**src/rtl/sd_block_arbiter.sv**
```systemverilog
// Arbitrates whole-block transactions from NUM_REQ requesters onto one SD card controller port.
// Optional build macro SD_ARB_FIXED_PRIO_EN selects fixed lowest-index-wins priority instead of round-robin.
//
// state       | meaning
// ------------+-----------------------------------------------------------
// S_IDLE      | no owner; arbitrate once a request is pending and card idle
// S_ISSUE     | owner latched; one-cycle execute pulse and request ack
// S_WAIT_BUSY | waiting for the controller to raise busy (timeout guarded)
// S_XFER      | block in flight; byte strobes/data steered to the owner
// S_RELEASE   | block finished or failed; hold grant until busy drops
module sd_block_arbiter #(
  parameter int NUM_REQ      = 2,
  parameter int ADDR_W       = 32,
  parameter int BUSY_TIMEOUT = 1023
) (
  input  logic                      clk,
  input  logic                      rst_n,
  input  logic [NUM_REQ-1:0]        req_valid,
  input  logic [NUM_REQ-1:0]        req_op,
  input  logic [NUM_REQ*ADDR_W-1:0] req_addr,
  input  logic [NUM_REQ*8-1:0]      req_wr_byte,
  output logic [NUM_REQ-1:0]        req_ack,
  output logic [NUM_REQ-1:0]        req_byte_stb,
  output logic [NUM_REQ-1:0]        req_done,
  output logic [NUM_REQ-1:0]        req_err,
  output logic [7:0]                rd_byte,
  output logic [NUM_REQ-1:0]        grant,
  output logic                      sd_op_code,
  output logic                      sd_execute,
  output logic [ADDR_W-1:0]         sd_block_address,
  output logic [7:0]                sd_outgoing_byte,
  input  logic [7:0]                sd_incoming_byte,
  input  logic                      sd_finished_byte,
  input  logic                      sd_finished_block,
  input  logic                      sd_busy
);

  localparam int IDX_W = (NUM_REQ > 2) ? 2 : 1;
  localparam int CNT_W = $clog2(BUSY_TIMEOUT + 1);

  typedef enum logic [2:0] {
    S_IDLE,
    S_ISSUE,
    S_WAIT_BUSY,
    S_XFER,
    S_RELEASE
  } state_t;

  state_t             state, state_nxt;
  logic [IDX_W-1:0]   owner;
  logic [IDX_W-1:0]   start_idx;
  logic [IDX_W-1:0]   win_idx;
  logic               win_found;
  logic [CNT_W-1:0]   cnt;
  logic [CNT_W-1:0]   cnt_inc;
  logic               done_set;
  logic               err_set;
  logic [ADDR_W-1:0]  addr_arr [NUM_REQ];
  logic [7:0]         wr_arr   [NUM_REQ];

  for (genvar g = 0; g < NUM_REQ; g++) begin : g_unpack
    assign addr_arr[g] = req_addr[g*ADDR_W +: ADDR_W];
    assign wr_arr[g]   = req_wr_byte[g*8 +: 8];
  end

`ifdef SD_ARB_FIXED_PRIO_EN
  assign start_idx = '0;
`else
  logic [IDX_W-1:0] ptr;
  logic             have_last;

  // Until a block has completed there is no previous winner, so the search starts at requester 0.
  always_comb begin
    start_idx = '0;
    if (have_last) begin
      start_idx = (ptr == IDX_W'(NUM_REQ - 1)) ? '0 : ptr + 1'b1;
    end
  end
`endif

  always_comb begin
    logic [IDX_W-1:0] cand;
    win_found = 1'b0;
    win_idx   = '0;
    cand      = start_idx;
    for (int k = 0; k < NUM_REQ; k++) begin
      if (!win_found && req_valid[cand]) begin
        win_found = 1'b1;
        win_idx   = cand;
      end
      cand = (cand == IDX_W'(NUM_REQ - 1)) ? '0 : cand + 1'b1;
    end
  end

  assign cnt_inc = cnt + 1'b1;

  always_ff @(negedge clk or negedge rst_n) begin
    if (!rst_n) begin
      state <= S_IDLE;
    end else begin
      state <= state_nxt;
    end
  end

  always_comb begin
    state_nxt = state;
    done_set  = 1'b0;
    err_set   = 1'b0;
    case (state)
      S_IDLE: begin
        if (win_found && !sd_busy) begin
          state_nxt = S_ISSUE;
        end
      end
      S_ISSUE: begin
        state_nxt = S_WAIT_BUSY;
      end
      S_WAIT_BUSY: begin
        // A fast controller may finish the block before busy is ever seen high.
        if (sd_busy) begin
          state_nxt = S_XFER;
        end else if (sd_finished_block) begin
          done_set  = 1'b1;
          state_nxt = S_RELEASE;
        end else if (cnt_inc == CNT_W'(BUSY_TIMEOUT)) begin
          err_set   = 1'b1;
          state_nxt = S_RELEASE;
        end
      end
      S_XFER: begin
        if (sd_finished_block) begin
          done_set  = 1'b1;
          state_nxt = S_RELEASE;
        end
      end
      S_RELEASE: begin
        if (!sd_busy) begin
          state_nxt = S_IDLE;
        end
      end
      default: begin
        state_nxt = S_IDLE;
      end
    endcase
  end

  always_ff @(negedge clk or negedge rst_n) begin
    if (!rst_n) begin
      grant            <= '0;
      owner            <= '0;
      cnt              <= '0;
      sd_op_code       <= 1'b0;
      sd_block_address <= '0;
      req_done         <= '0;
      req_err          <= '0;
`ifndef SD_ARB_FIXED_PRIO_EN
      ptr              <= '0;
      have_last        <= 1'b0;
`endif
    end else begin
      req_done <= done_set ? grant : '0;
      req_err  <= err_set  ? grant : '0;
      case (state)
        S_IDLE: begin
          if (state_nxt == S_ISSUE) begin
            grant            <= NUM_REQ'(1) << win_idx;
            owner            <= win_idx;
            sd_op_code       <= req_op[win_idx];
            sd_block_address <= addr_arr[win_idx];
          end
        end
        S_ISSUE: begin
          cnt <= '0;
        end
        S_WAIT_BUSY: begin
          cnt <= cnt_inc;
        end
        S_RELEASE: begin
`ifndef SD_ARB_FIXED_PRIO_EN
          ptr       <= owner;
          have_last <= 1'b1;
`endif
          if (!sd_busy) begin
            grant <= '0;
          end
        end
        default: begin
        end
      endcase
    end
  end

  assign sd_execute       = (state == S_ISSUE);
  assign req_ack          = (state == S_ISSUE) ? grant : '0;
  assign req_byte_stb     = (state == S_XFER && sd_finished_byte) ? grant : '0;
  assign rd_byte          = (state == S_XFER) ? sd_incoming_byte : 8'h00;
  assign sd_outgoing_byte = (grant != '0) ? wr_arr[owner] : 8'h00;

endmodule

```
**config.mk**
```make
export PLATFORM = sky130hd
export DESIGN_NAME = sd_block_arbiter
export DESIGN_NICKNAME = d
export VERILOG_FILES = /design/src/rtl/sd_block_arbiter.sv
export SDC_FILE = /design/constraint.sdc
export NUM_CORES = 1
export LEC_CHECK = 0
export ABC_AREA = 1
export BUFFER_PORTS_ARGS = -buffer_cell sky130_fd_sc_hd__buf_2
export CORE_ASPECT_RATIO = 1.2
export CORE_MARGIN = 10
export CORE_UTILIZATION = 48
export CTS_CLUSTER_DIAMETER = 200
export DETAILED_ROUTE_END_ITERATION = 10
export PLACE_DENSITY = 0.89
export SYNTH_ARGS = -nofsm -noshare
export SYNTH_HDL_FRONTEND = slang
export SYNTH_SLANG_ARGS = --single-unit
```
**constraint.sdc**
```tcl
create_clock -name clk -period 3.03 [get_ports clk]
set_input_delay 0.303 -clock clk [delete_from_list [all_inputs] [get_ports clk]]
set_output_delay 0.303 -clock clk [all_outputs]
set_load 0.1 [all_outputs]
```
==> results of run 1 <==
[how the worst min path moves through the flow]
stage,depth (start not counted),endpoint,start,slack [ns]
2_1_floorplan,2,have_last,have_last,0.38
4_1_cts,2,have_last,have_last,0.42
3_3_place_gp,2,have_last,have_last,0.39
5_1_grt,2,have_last,have_last,0.43
3_5_place_dp,2,have_last,have_last,0.42
6_report,2,have_last,have_last,0.42
[stage by stage]
step | hold WS (ns) | area [µm²]
2_1_floorplan | 0.384 | 3080
3_3_place_gp | 0.394 | 4390
3_5_place_dp | 0.419 | 4390
4_1_cts | 0.421 | 4580
5_1_grt | 0.431 | 4710
6_report | 0.419 | 4710
[per-layer routing]
metal / up-vias / GRT usage [%]
met5: - / 0
met4: 0 / 8.31
met3: 49 / 9.39
met2: 242 / 38.6
met1: 1587 / 21.9
li1: 1555 / -
[state kept, by name, summed over array words and instances, names as in the netlist]
name / count
cnt: 10
grant: 2
have_last: 1
owner: 1
ptr: 1
req_done: 2
req_err: 2
sd_block_address: 32
sd_op_code: 1
state: 3
[critical path, delay by kind of cell, from the launching register on]
family | cells | cell delay, ns
buffers and inverters | 2 | 0.38
and+or+nand+nor | 1 | 0.08
AOI/OAI and AO/OA | 1 | 0.21
DFF | 1 | 0.49
[timing repair]
item | in CTS | in global routing
resized for setup | 15 | 25
endpoints found under the hold margin | 0 | 0
endpoints found under the setup margin | 21 | 23
pin swaps | 8 | 13
buffers inserted | 4 | 4
[synthesized netlist by cell type]
library cell / n
a21oi_1: 9
a31oi_1: 33
buf_2: 7
buf_4: 1
clkbuf_1: 7
clkinv_1: 2
dfrtn_1: 55
ha_1: 2
inv_1: 29
inv_2: 6
nand2_1: 125
nand2_2: 3
nand3_1: 6
nand3_2: 3
nand4_1: 1
nor2_1: 57
nor2_2: 5
nor2_4: 2
nor3_1: 2
nor3_4: 1
o21ai_0: 7
o21ai_1: 11
o22ai_1: 6
xor2_2: 1
[cells by family after synthesis]
group / Yosys count / share of synthesized area [%]
XOR/XNOR: 1 / 0.570
flip-flops: 55 / 48.2
AND/OR/NAND/NOR: 205 / 29.7
adder cells (fa/ha/maj): 2 / 0.877
buffers and inverters: 52 / 7.28
AO/OA/AOI/OAI: 66 / 13.3
[final cells by class]
type	instances	area, µm²
well taps	80	100
fillers	288	996
clock inverters	2	37.5
inverters	37	155
repair buffers	175	1400
clock buffers	5	68.8
multi-input cells	274	1580
flip-flops and latches	55	1380
==> flow_summary_export.csv, run 1 <==
group,metric,value,unit
run_status,run_status,"finished, violations left",
run_status,violations,"negative setup slack",
placed_design,place_hpwl,8150,µm
die,core_area,5710,µm²
sta,setup_viol,21,
synth,netlist.area_leader.share,48.2,%
sta,hold_viol,0,
die,num_rows,30,
synth,synth-seq-area-share,48.2,%
worst_setup_path,worstSetupPathType,"reg2out",
sta,fin_ws,-0.273,ns
die,start_util,50.0,%
synth,synth.area.top_cells,"dfrtn_1 (48%), nand2_1 (16%), nor2_1 (7.5%)",
sta,rsz0062_at_grt,"yes",
global_route,grt_max_degree,69,
route,route.met3.wl,1120,µm
layout,layout_common_cells,"buf_2 (128), nand2_1 (107), dfrtn_1 (55), nor2_1 (45), a31oi_1 (33)",
die,die_w,90.4,µm
die,dieArea,9440,µm²
sta,tightest_slew,0.513,ns
sta,timing.final.max_slew_violations,0,
clock_tree,clk_pin_slew,0.07,ns
worst_setup_path,r2r_setup_slack,1.08,ns
synth,syn_area,2850,µm²
route,dr_total_vias,3433,
route,wl_met2,5950,µm
global_route,antenna_found_initial,0,
layout,drive_gt1_share,45.3,%
clock_tree,cts.sink_count,55,
clock_tree,insertion_delay,0.31,ns
clock_tree,h-tree-depth,2,
worst_setup_path,cp.required,2.73,ns
worst_setup_path,r2r_end,"sd_block_address[5]",
sta,tns,-4.76,ns
worst_setup_path,critPathMostFrequentCell,"buf_12",
worst_setup_path,startpoint,"owner",
clock_tree,ctsHoldBuffers,0,
clock_tree,cts.path.max_buffers,2,
worst_setup_path,reg2reg_depth,7,
placed_design,dp_slack,-0.127,ns
route,drt_wl_total,11600,µm
sta,slew_headroom,66.0,%
layout,area_delta_synth_final,65.1,%
layout,nNetsFinal,647,
synth,avgSynthCellArea,7.49,µm²
route,drtAntennaViolNets,0,
worst_setup_path,endpoint,"sd_outgoing_byte[0]",
route,met1_length,3950,µm
worst_setup_path,crit_arrival,3.00,ns
route,dr.pass1.iters,5,
layout,layout_commonest_cell,"buf_2",
min_path,hold_path.class,"reg2reg",
layout,stdcell_count,628,
worst_setup_path,path_max_fanout,8,
sta,fin_skew,0.00778,ns
worst_setup_path,end_kind,"primary output",
worst_setup_path,critPathLaunchType,"register",
synth,synth_cell_types,24,
worst_setup_path,slowest_stage,"dfrtn_1",
placed_design,gp_congestion,0.851,
route,drc,0,
die,die_h,104,µm
route,drt_iter0_markers,363,
clock_tree,cts_tree,"done",
global_route,grt_pass1_wl,16900,µm
global_route,grt_pass1_vias,3497,
placed_design,port_buffers,156,
synth,yosysTopAreaCell,"dfrtn_1",
layout,diodes,0,
worst_setup_path,crit_chain,"buf_12 -> nand2_4 -> a21oi_4 -> buf_12",
global_route,grtUsageTotal,21.7,%
worst_setup_path,cpPeakStageDelay,0.49,ns
placed_design,post-place-cells,613,
synth,synth_nets,480,
global_route,grt_overflow_total,0,
clock_tree,cts_root_buffer,"clkbuf_8",
synth,synth_cells,381,
route,top_layer,"met4",
worst_setup_path,timing.rr.start,"state[0]",
route,viasPerCell,5.47,
clock_tree,cts_inserted_buffers,5,
layout,fin_util,82.5,%
die,ioPinCount,157,
route,avgRoutedWirePerCell,18.5,µm
synth,synth-seq-cells,55,
synth,yosys_warnings,0,
flow_run,cap_violations,0,
Power of run 1 is left out: the tool's default activity adds up to more than one toggle a clock period on the data nets, which glitch-free logic cannot reach.
==> inputs of run 2 (changes only) <==
Settings changed: CORE_UTILIZATION 48 to 45, PLACE_DENSITY 0.89 to 0.85.
Clock period 3.03 ns to 3.39 ns, I/O delays scaled along.
==> run 2 against run 1 <==
The run still ends with negative setup slack left; non-clock buffer count fell by 1; critical path depth rose by 2; sequential share of layout area rose by 0.80 points; hold slack got worse by 0.0092 ns; cell count rose by 0.64%; register-to-register slack improved by 0.45 ns; worst setup slack improved by 0.14 ns; largest cell class unchanged.
==> flow_summary_export.csv, run 2 (same netlist as run 1, synthesis figures left out) <==
group,metric,value,unit
run_status,run_status,"finished, violations left",
run_status,violations,"negative setup slack",
layout,drive_gt1_share,43.8,%
clock_tree,insertion_delay,0.31,ns
worst_setup_path,end_kind,"primary output",
route,dr_total_vias,3185,
layout,layout_common_cells,"buf_2 (133), nand2_1 (115), dfrtn_1 (55), nor2_1 (45), a31oi_1 (33)",
global_route,grtUsageTotal,19.4,%
die,core_area,6090,µm²
layout,area_delta_synth_final,60.7,%
placed_design,place_hpwl,7390,µm
sta,setup_viol,21,
die,ioPinCount,157,
sta,timing.final.max_slew_violations,0,
clock_tree,clk_pin_slew,0.07,ns
route,met1_length,3700,µm
sta,tightest_slew,0.557,ns
sta,slew_headroom,62.8,%
worst_setup_path,r2r_setup_slack,1.53,ns
die,die_w,92.7,µm
sta,hold_viol,0,
die,num_rows,31,
layout,fin_util,75.3,%
clock_tree,h-tree-depth,2,
worst_setup_path,cp.required,3.05,ns
route,drt_wl_total,10200,µm
route,drtAntennaViolNets,0,
global_route,grt_overflow_total,0,
sta,tns,-1.77,ns
layout,largest_register,"sd_block_address",
sta,fin_ws,-0.131,ns
route,route.met3.wl,876,µm
clock_tree,ctsHoldBuffers,0,
worst_setup_path,worstSetupPathType,"reg2out",
worst_setup_path,reg2reg_depth,10,
layout,nNetsFinal,646,
global_route,antenna_found_initial,2,
min_path,hold_path.class,"reg2reg",
layout,largest_reg_flops,32,
placed_design,port_buffers,156,
worst_setup_path,crit_arrival,3.18,ns
clock_tree,cts.sink_count,55,
clock_tree,cts.path.max_buffers,2,
min_path,holdPathStages,2,
placed_design,gp_congestion,0.918,
worst_setup_path,critPathLaunchType,"register",
flow_run,cap_violations,0,
worst_setup_path,path_max_fanout,7,
global_route,grt_pass1_vias,3344,
clock_tree,cts_root_buffer,"clkbuf_8",
route,top_layer,"met4",
global_route,grt_pass1_wl,15800,µm
route,drt_iter0_markers,184,
global_route,grt_max_degree,61,
layout,layout_commonest_cell,"buf_2",
die,die_h,107,µm
route,dr.pass1.iters,5,
die,dieArea,9940,µm²
route,avgRoutedWirePerCell,16.2,µm
layout,top_regs,"sd_block_address (32), cnt (10), state (3)",
route,drc,0,
route,viasPerCell,5.04,
die,start_util,46.8,%
route,wl_met2,5350,µm
sta,fin_skew,0.00559,ns
sta,rsz0062_at_grt,"yes",
clock_tree,cts_inserted_buffers,5,
clock_tree,cts_tree,"done",
[run 2: what timing repair did]
item | 4_1_cts | 5_1_grt
setup buffers | 6 | 2
pin swaps | 7 | 10
setup endpoints to repair | 21 | 23
resized for setup | 43 | 22
[run 2: worst max-delay path, stage by stage (launching register included)]
cell	delay [ns]
dfrtn_1	0.44
inv_2	0.06
nor2_4	0.12
nand2_4	0.11
buf_6	0.15
nor2_4	0.12
buf_12	0.18
[run 2: worst paths after layout]
path / end / from
hold / removal: have_last / have_last
setup / recovery: rd_byte[6] / state[0]
min in group asynchronous: req_done[1] / rst_n
max in group asynchronous: grant[0] / rst_n
hold reg to reg: have_last / have_last
setup reg to reg: state[0] / cnt[1]
[run 2: per-layer routing]
| metal | GRT usage [%] | vias to the layer above |
|---|---|---|
| li1 | - | 1551 |
| met3 | 6.70 | 30 |
| met5 | 0 | - |
| met4 | 7.40 | 0 |
| met1 | 20.7 | 1447 |
| met2 | 34.6 | 157 |
[run 2: final cells by class]
class | instances | area (µm²)
Timing Repair Buffer | 174 | 1300
Clock inverter | 2 | 16.3
Fill cell | 401 | 1510
Tap cell | 82 | 103
Antenna cell | 2 | 5.00
Sequential cell | 55 | 1380
Multi-Input combinational cell | 274 | 1550
Clock buffer | 6 | 82.6
Inverter | 37 | 155
[run 2: through the flow]
step / cells / worst slack [ns] / hold WS, ns / cell area (µm²)
detailed placement: 614 / -0.0699 / 0.407 / 4170
CTS: 628 / -0.107 / 0.408 / 4490
global placement: 614 / -0.00767 / 0.395 / 4170
finish: 632 / -0.131 / 0.410 / 4580
floorplan: 381 / -0.680 / 0.384 / 3080
global route: 632 / -0.187 / 0.415 / 4580
Power of run 2 is left out for the same reason.
==> inputs of run 3 (changes only) <==
Settings changed: CELL_PAD_IN_SITES_DETAIL_PLACEMENT set to 1, CELL_PAD_IN_SITES_GLOBAL_PLACEMENT set to 1, CORE_UTILIZATION 45 to 31, CTS_BUF_LIST set to sky130_fd_sc_hd__clkbuf_4, PLACE_DENSITY 0.85 to 0.86.
==> run 3 against run 2 <==
The run still ends with negative setup slack left; register-to-register slack lost 0.10 ns; final area shrank 0.90%; first-iteration DRC count shrank 24%; worst setup slack lost 0.098 ns; non-clock buffer count shrank 1; critical path type unchanged.
==> flow_summary_export.csv, run 3 (same netlist as run 1, synthesis figures left out) <==
group,metric,value,unit
die,ioPinCount,157,
worst_setup_path,crit_chain,"inv_2 -> nor2_4 -> nand2_4 -> buf_12 -> nor2_4 -> buf_12",
global_route,grt_pass1_vias,3693,
sta,fin_ws,-0.229,ns
route,drt_wl_total,11500,µm
die,core_area,9030,µm²
global_route,antenna_found_initial,2,
layout,layout_common_cells,"buf_2 (133), nand2_1 (115), dfrtn_1 (55), nor2_1 (45), a31oi_1 (33)",
worst_setup_path,critPathLaunchType,"register",
clock_tree,cts_inserted_buffers,5,
route,drtAntennaViolNets,0,
sta,timing.final.max_slew_violations,0,
global_route,grt_overflow_total,0,
worst_setup_path,cp.depth,6,
layout,layout_commonest_cell,"buf_2",
run_status,violations,"negative setup slack",
clock_tree,clk_pin_slew,0.11,ns
sta,rsz0062_at_grt,"yes",
layout,stdcell_count,667,
die,num_rows,38,
min_path,hold_path.class,"reg2reg",
global_route,grtUsageTotal,16.5,%
route,dr.pass1.iters,4,
flow_run,cap_violations,0,
layout,largest_reg_flops,32,
global_route,grt_max_degree,46,
global_route,use_met2,29.1,%
worst_setup_path,cp_top_family,"flip-flops",
layout,final_area,4540,µm²
placed_design,port_buffers,156,
placed_design,placed_area,4390,µm²
clock_tree,cts_root_buffer,"clkbuf_4",
sta,slew_headroom,61.9,%
global_route,grt_pass1_wl,18300,µm
die,die_h,125,µm
sta,whs,0.432,ns
worst_setup_path,cp_num_buf_inv,3,
placed_design,post-place-cells,655,
route,dr_total_vias,3225,
sta,tightest_slew,0.572,ns
global_route,grt_util_met1,18.2,%
worst_setup_path,crit_arrival,3.28,ns
layout,nNetsFinal,645,
route,drt_iter0_markers,140,
die,die_w,108,µm
placed_design,gp_congestion,0.803,
worst_setup_path,reg2reg_depth,12,
worst_setup_path,cpPeakStageDelay,0.45,ns
power_and_ir_drop,cellPowerDensity,1170,nW/µm²
worst_setup_path,path_max_fanout,8,
power_and_ir_drop,power.leakage,2.17,nW
sta,fin_skew,0.00972,ns
layout,top_regs,"sd_block_address (32), cnt (10), state (3)",
layout,area_delta_synth_final,59.3,%
route,viasPerCell,4.84,
layout,largest_register,"sd_block_address",
power_and_ir_drop,ir_drop,0.834,mV
worst_setup_path,cp.required,3.05,ns
sta,hold_viol,0,
min_path,holdPathStages,2,
route,avgRoutedWirePerCell,17.2,µm
clock_tree,cts_tree,"done",
die,dieArea,13500,µm²
die,start_util,31.6,%
layout,diodes,0,
clock_tree,h-tree-depth,2,
placed_design,place_hpwl,9330,µm
worst_setup_path,slowest_stage,"dfrtn_1",
worst_setup_path,end_kind,"primary output",
sta,setup_viol,21,
clock_tree,cts.path.max_buffers,2,
worst_setup_path,worstSetupPathType,"reg2out",
layout,drive_gt1_share,43.7,%
clock_tree,insertion_delay,0.35,ns
clock_tree,cts.sink_count,55,
global_route,met3_usage,5.81,%
run_status,run_status,"finished, violations left",
global_route,busiest_layer,"met2",
layout,n_fill_cell,1112,
route,drc,0,
run 3: cell count changes in the layout (fill, tap and decap cells not counted), sizes merged:
cell   before  now
buf       172  171
diode       2    0
run 3: through the flow:
stage	setup TNS [ns]	worst slack (ns)	utilization, %	power [mW]
after CTS	-3.23	-0.244	49.9	5.30
final	-3.10	-0.229	50.3	5.30
after detailed placement	0	0.0334	48.6	4.91
after global routing	-4.68	-0.312	50.3	5.55
after floorplan	-7.33	-0.680	-	3.95
after global placement	0	0.0660	48.6	4.83
run 3: what timing repair did:
item / CTS / global route
hold endpoints to repair: 0 / 0
hold buffers: 0 / 0
gates cloned: 0 / 0
endpoints found under the setup margin: 21 / 23
pin swaps: 11 / 8
gates resized for setup: 14 / 3
setup buffers: 1 / 3
run 3: worst reg2reg max path: cells and delay by family (launching register included):
kind,cells,cell delay (ns)
compound gates,1,0.15
buf+inv,1,0.07
flops,1,0.53
fa+ha+maj,1,0.24
simple gates,9,0.84
run 3: layout make-up:
| type | count | area [µm²] | share of cell area (%) |
|---|---|---|---|
| multi-input cells | 274 | 1520 | 33.4 |
| flip-flops and latches | 55 | 1380 | 30.3 |
| repair buffers | 173 | 1290 | 28.5 |
| well taps | 120 | 150 | 3.30 |
| inverters | 37 | 144 | 3.17 |
| clock buffers | 6 | 45.0 | 0.991 |
| clock inverters | 2 | 16.3 | 0.358 |
run 3: path summary, 6_finish.rpt:
path	from	slack [ns]	end
min	have_last	0.43	have_last
max in group asynchronous	rst_n	1.24	sd_block_address[5]
min in group asynchronous	rst_n	1.54	sd_block_address[6]
max	state[0]	-0.23	rd_byte[3]
max reg2reg	cnt[1]	1.43	state[0]
min reg2reg	have_last	0.43	have_last
run 3: metal layers:
layer	up-vias	routed length (µm)
met4	2	223
met3	17	887
met5	-	13
li1	1554	-
met2	125	5820
met1	1527	4550
run 3: power breakdown:
part / total [mW] / internal [mW] / switching [mW]
Sequential: 1.11 / 0.934 / 0.175
Clock: 0.308 / 0.0925 / 0.216
Combinational: 3.88 / 0.880 / 3.00
Total: 5.30 / 1.91 / 3.39
Note: power is estimated with default switching activity, not from simulation.
